$ cat config.mk
export PLATFORM = sky130hd
export DESIGN_NAME = uart_tx_arbiter
export DESIGN_NICKNAME = d
export VERILOG_FILES = /design/src/rtl/uart_tx_arbiter.sv
export SDC_FILE = /design/constraint.sdc
export NUM_CORES = 1
export LEC_CHECK = 0
export CAP_MARGIN = 20
export CORE_UTILIZATION = 39
export CTS_CLUSTER_SIZE = 14
export DETAILED_ROUTE_END_ITERATION = 7
export GPL_TIMING_DRIVEN = 1
export HOLD_SLACK_MARGIN = 0.08
export PLACE_DENSITY = 0.79
export SETUP_SLACK_MARGIN = 0.5
export SYNTH_ARGS = -nofsm -noshare
export SYNTH_HDL_FRONTEND = slang
export SYNTH_SLANG_ARGS = --single-unit
$ cat constraint.sdc
create_clock -name clk -period 3.2 [get_ports clk]
set_clock_uncertainty 0.05 [all_clocks]
set_input_delay 0.64 -clock clk [delete_from_list [all_inputs] [get_ports clk]]
set_output_delay 0.64 -clock clk [all_outputs]
set_load 0.005 [all_outputs]
$ cat src/rtl/uart_tx_arbiter.sv
// Round-robin, packet-locking arbiter sharing one UART byte transmitter between NUM_REQ sources.
// Grant 1 cycle after request; each byte is a 1-cycle tx_start/req_ready pulse; the lock holds until last or timeout.
module uart_tx_arbiter #(
  parameter int NUM_REQ      = 4,
  parameter int LOCK_TIMEOUT = 1000,
  parameter int BUSY_TIMEOUT = 4
) (
  input  logic                 clk,
  input  logic                 rst,
  input  logic [NUM_REQ-1:0]   req_valid,
  input  logic [8*NUM_REQ-1:0] req_data,
  input  logic [NUM_REQ-1:0]   req_last,
  output logic [NUM_REQ-1:0]   req_ready,
  output logic [NUM_REQ-1:0]   grant,
  output logic                 tx_start,
  output logic [7:0]           tx_data,
  input  logic                 tx_busy,
  output logic                 tx_err
);

  localparam int IDX_W  = (NUM_REQ > 1) ? $clog2(NUM_REQ) : 1;
  localparam int LOCK_W = $clog2(LOCK_TIMEOUT + 1);
  localparam int BUSY_W = $clog2(BUSY_TIMEOUT + 1);

  localparam logic [LOCK_W-1:0] LOCK_LAST = LOCK_W'(LOCK_TIMEOUT - 1);
  localparam logic [BUSY_W-1:0] BUSY_LAST = BUSY_W'(BUSY_TIMEOUT - 1);
  localparam logic [IDX_W-1:0]  LAST_IDX  = IDX_W'(NUM_REQ - 1);

  typedef enum logic [1:0] {IDLE, SEND, WAIT_BUSY, WAIT_DONE} state_t;

  state_t            state;
  logic [IDX_W-1:0]  owner;
  logic [IDX_W-1:0]  rr_ptr;
  logic [IDX_W-1:0]  winner;
  logic [LOCK_W-1:0] lock_cnt;
  logic [BUSY_W-1:0] busy_cnt;
  logic              last_f;

  logic              owner_valid;
  logic              owner_last;
  logic [7:0]        owner_data;

  function automatic logic [IDX_W-1:0] wrap_idx(input logic [IDX_W-1:0] base, input int off);
    int s;
    s = int'(base) + off;
    if (s >= NUM_REQ) s = s - NUM_REQ;
    return IDX_W'(s);
  endfunction

  function automatic logic [NUM_REQ-1:0] onehot(input logic [IDX_W-1:0] idx);
    logic [NUM_REQ-1:0] v;
    v = '0;
    for (int i = 0; i < NUM_REQ; i++) begin
      if (idx == IDX_W'(i)) v[i] = 1'b1;
    end
    return v;
  endfunction

  // Scan downward so the requester closest after rr_ptr overrides the rest.
  always_comb begin
    winner = rr_ptr;
    for (int i = NUM_REQ; i >= 1; i--) begin
      if (req_valid[wrap_idx(rr_ptr, i)]) winner = wrap_idx(rr_ptr, i);
    end
  end

  always_comb begin
    owner_valid = 1'b0;
    owner_last  = 1'b0;
    owner_data  = '0;
    for (int i = 0; i < NUM_REQ; i++) begin
      if (owner == IDX_W'(i)) begin
        owner_valid = req_valid[i];
        owner_last  = req_last[i];
        owner_data  = req_data[8*i +: 8];
      end
    end
  end

  always_ff @(posedge clk) begin
    if (rst) begin
      state     <= IDLE;
      grant     <= '0;
      req_ready <= '0;
      tx_start  <= 1'b0;
      tx_data   <= '0;
      tx_err    <= 1'b0;
      rr_ptr    <= LAST_IDX;
      owner     <= '0;
      lock_cnt  <= '0;
      busy_cnt  <= '0;
      last_f    <= 1'b0;
    end else begin
      req_ready <= '0;
      tx_start  <= 1'b0;
      tx_err    <= 1'b0;
      case (state)
        IDLE: begin
          if (!tx_busy && (|req_valid)) begin
            grant    <= onehot(winner);
            owner    <= winner;
            lock_cnt <= '0;
            state    <= SEND;
          end
        end
        SEND: begin
          if (owner_valid) begin
            if (!tx_busy) begin
              tx_start  <= 1'b1;
              req_ready <= onehot(owner);
              tx_data   <= owner_data;
              last_f    <= owner_last;
              lock_cnt  <= '0;
              busy_cnt  <= '0;
              state     <= WAIT_BUSY;
            end
          end else if (lock_cnt == LOCK_LAST) begin
            // Owner went quiet mid-packet: give everyone else a turn.
            grant  <= '0;
            rr_ptr <= owner;
            state  <= IDLE;
          end else begin
            lock_cnt <= lock_cnt + 1'b1;
          end
        end
        WAIT_BUSY: begin
          if (tx_busy) begin
            state <= WAIT_DONE;
          end else if (busy_cnt == BUSY_LAST) begin
            // Transmitter never acknowledged; flag it and move on as if the frame ended.
            tx_err <= 1'b1;
            if (last_f) begin
              grant  <= '0;
              rr_ptr <= owner;
              state  <= IDLE;
            end else begin
              state <= SEND;
            end
          end else begin
            busy_cnt <= busy_cnt + 1'b1;
          end
        end
        WAIT_DONE: begin
          if (!tx_busy) begin
            if (last_f) begin
              grant  <= '0;
              rr_ptr <= owner;
              state  <= IDLE;
            end else begin
              state <= SEND;
            end
          end
        end
        default: state <= IDLE;
      endcase
    end
  end

endmodule

==> flow_metrics.tcl <==
set metrics [dict create \
    outcome "complete, no violations" \
    critPathSlowestCell "mux4_2" \
    finalInstanceArea_um2 2838 \
    synthFlopType "dfxtp_1" \
    cts_sinks 38 \
    syn_to_final_growth_pct 38.38 \
    tns_ns 0 \
    critPathMaxFanout 11 \
    via_per_inst 5.320 \
    worst_ep_required_time_ns 3.38 \
    end_kind "flop" \
    synth_cell_types 43 \
    synthesis.area_um2 2051 \
    fin_nets 338 \
    firstDrtPassIters 4 \
    worst_hold_path_type "flop to flop" \
    dpl-instance-area_um2 2695 \
    finalMaxSlewViolations 0 \
    wl_per_cell_um 12.97 \
    final_common_cell "clkdlybuf4s50_1" \
    ys_warn_count 0 \
    finalWeightedCongestion 0.8280 \
    h-tree-depth 2 \
    rsz0062_at_grt "false" \
    antenna_left 0 \
    p_leak_nw 0.9850 \
    holdWs_ns 0.4074 \
    drt_wl_total_mm 4.707 \
    core_area_um2 5075 \
    drive_above_1_share 0.1058 \
    grt_max_degree 17 \
    grt_pass1_wl_mm 7.645 \
    synth_top_cell_by_area "dfxtp_1" \
    groute.usage.overall 0.1775 \
    synth_top_area_share 0.3710 \
    die_w_um 74.52 \
    cts.root.buffer_cell "clkbuf_8" \
    criticalPathCategory "input port to flop" \
    syn-num-nets 283 \
    post-route-min-period_ns 2.452 \
    maxCapViolations 0 \
    cts_tree "built" \
    worstPathArrival_ns 2.63 \
    async_reset_ff_frac 0 \
    synthTopCellsByArea "dfxtp_1 (37%), mux4_2 (11%), a21oi_1 (5.9%)" \
    slew_headroom 0.5684 \
    postCtsHoldBufs 0 \
    power_density_nw_per_um2 421.1 \
    die_area_um2 5552 \
    synthCells 237 \
    whs_path_depth 2 \
    antenna_found_initial 0 \
    layout_common_cells "clkdlybuf4s50_1 (60), dfxtp_1 (38), nand2_1 (26)" \
    ff2ff_path_depth 6 \
    cpPeakStageDelay_ns 0.64 \
    portBuffers 60 \
    drt_iter0_markers 106 \
    fin_crit_sh 0.7661 \
    antenna_cells 0 \
    ys_ff_latch 38 \
    place_hpwl_mm 3.496 \
    ios 61 \
    setup_viol 0 \
    final_hold_viol_count 0 \
    worstMarginPinSlew_ns 0.6415 \
    first_global_vias 1708 \
    peakVddDrop_v 0.0003288 \
    drc 0 \
    setup.worst_path.start_class "input port" \
    grt_remaining_overflow 0 \
    num_rows 26 \
    crit_chain "clkdlybuf4s50_1 > mux4_2 > or3_1 > a31oi_1 > o21ai_0 > o21ai_1" \
    max_freq_mhz 407.9 \
    die_y_um 74.52 \
    post_cts_buffers 0 \
    insertion_delay_ns 0.29 \
    cts_buffers 5 \
    vias 1931 \
    cts_buffer_depth 2 \
    avgSynthCellArea_um2 8.653 \
    synth_enable_flop_cells 0 \
    start_util 0.4041 \
    seq_area_frac_synth 0.3710 \
    ctsResizeCount 0 \
    clk_transition_reported_paths_ns 0.08 \
]
[metal layers]
metal	vias up	wire (um)	GRT usage
met5	-	0	0
met4	0	50	0.05660
met3	7	138	0.04065
met2	38	2281	0.2713
met1	911	2237	0.2481
li1	975	-	-
[synth_stat cells, drive strengths merged, types with 3 or more instances]
cell	number
buf	5
nand3b	6
o21ai	19
nor2b	8
or4	3
nand2b	3
or3	3
nor4	5
mux4	10
dfxtp	38
nand4	3
nand2	26
inv	6
and3	4
nand3	5
a21oi	24
ha	3
clkbuf	12
nor2	21
a31oi	3
o31ai	3
nor3	8
[worst paths after layout]
path	slack (ns)	end	start
max	0.75	lock_cnt[8]$_SDFFE_PP0P_	req_valid[3]
min	0.41	tx_data[4]$_SDFFE_PP0P_	tx_data[4]$_SDFFE_PP0P_
max reg2reg	1.10	lock_cnt[1]$_SDFFE_PP0P_	lock_cnt[0]$_SDFFE_PP0P_
min reg2reg	0.41	tx_data[4]$_SDFFE_PP0P_	tx_data[4]$_SDFFE_PP0P_
[logic make-up after synthesis]
logic type / after synthesis / share of synthesized area
AND/OR/NAND/NOR: 103 / 0.2636
flip-flops: 38 / 0.3710
AO/OA/AOI/OAI: 58 / 0.1769
multiplexers: 12 / 0.1196
buffers and inverters: 23 / 0.05064
adder cells (fa/ha/maj): 3 / 0.01831
[area by class of cell]
cell class | instances | area, um2
multi-input cells | 176 | 1186
clock buffers | 6 | 82.58
well taps | 70 | 87.58
repair buffers | 65 | 638.1
clock inverters | 2 | 60.06
fillers | 473 | 2237
inverters | 6 | 22.52
flip-flops and latches | 38 | 760.7
[worst max-delay path, delay by kind of cell]
family	cells	cell delay [ns]
AO/OA/AOI/OAI	3	0.36
AND/OR/NAND/NOR	1	0.50
buffers and inverters	1	0.49
multiplexers	1	0.64
[power breakdown]
group | internal (W) | total (W) | switching, W
logic | 0.000108 | 0.000192 | 0.0000841
registers | 0.000485 | 0.000497 | 0.0000117
clock network | 0.000333 | 0.000506 | 0.000174
[sequential cells by signal, summed over array words and instances (netlist names)]
| register | count |
|---|---|
| grant | 4 |
| tx_data | 8 |
| state | 2 |
| last_f | 1 |
| tx_start | 1 |
| tx_err | 1 |
| req_ready | 4 |
| owner | 2 |
| busy_cnt | 3 |
| rr_ptr | 2 |
| lock_cnt | 10 |
[through the flow]
step,instances,utilization,worst slack [ns],power [W]
finish,363,0.5592,0.7483,0.001195
global placement,355,0.5311,0.4824,0.0006962
detailed placement,355,0.5311,0.4413,0.0006997
floorplan,237,-,1.101,0.0006153
CTS,363,0.5592,0.7590,0.001205
global route,363,0.5592,0.6317,0.001241
No activity file was read; power rests on OpenSTA's default activity.
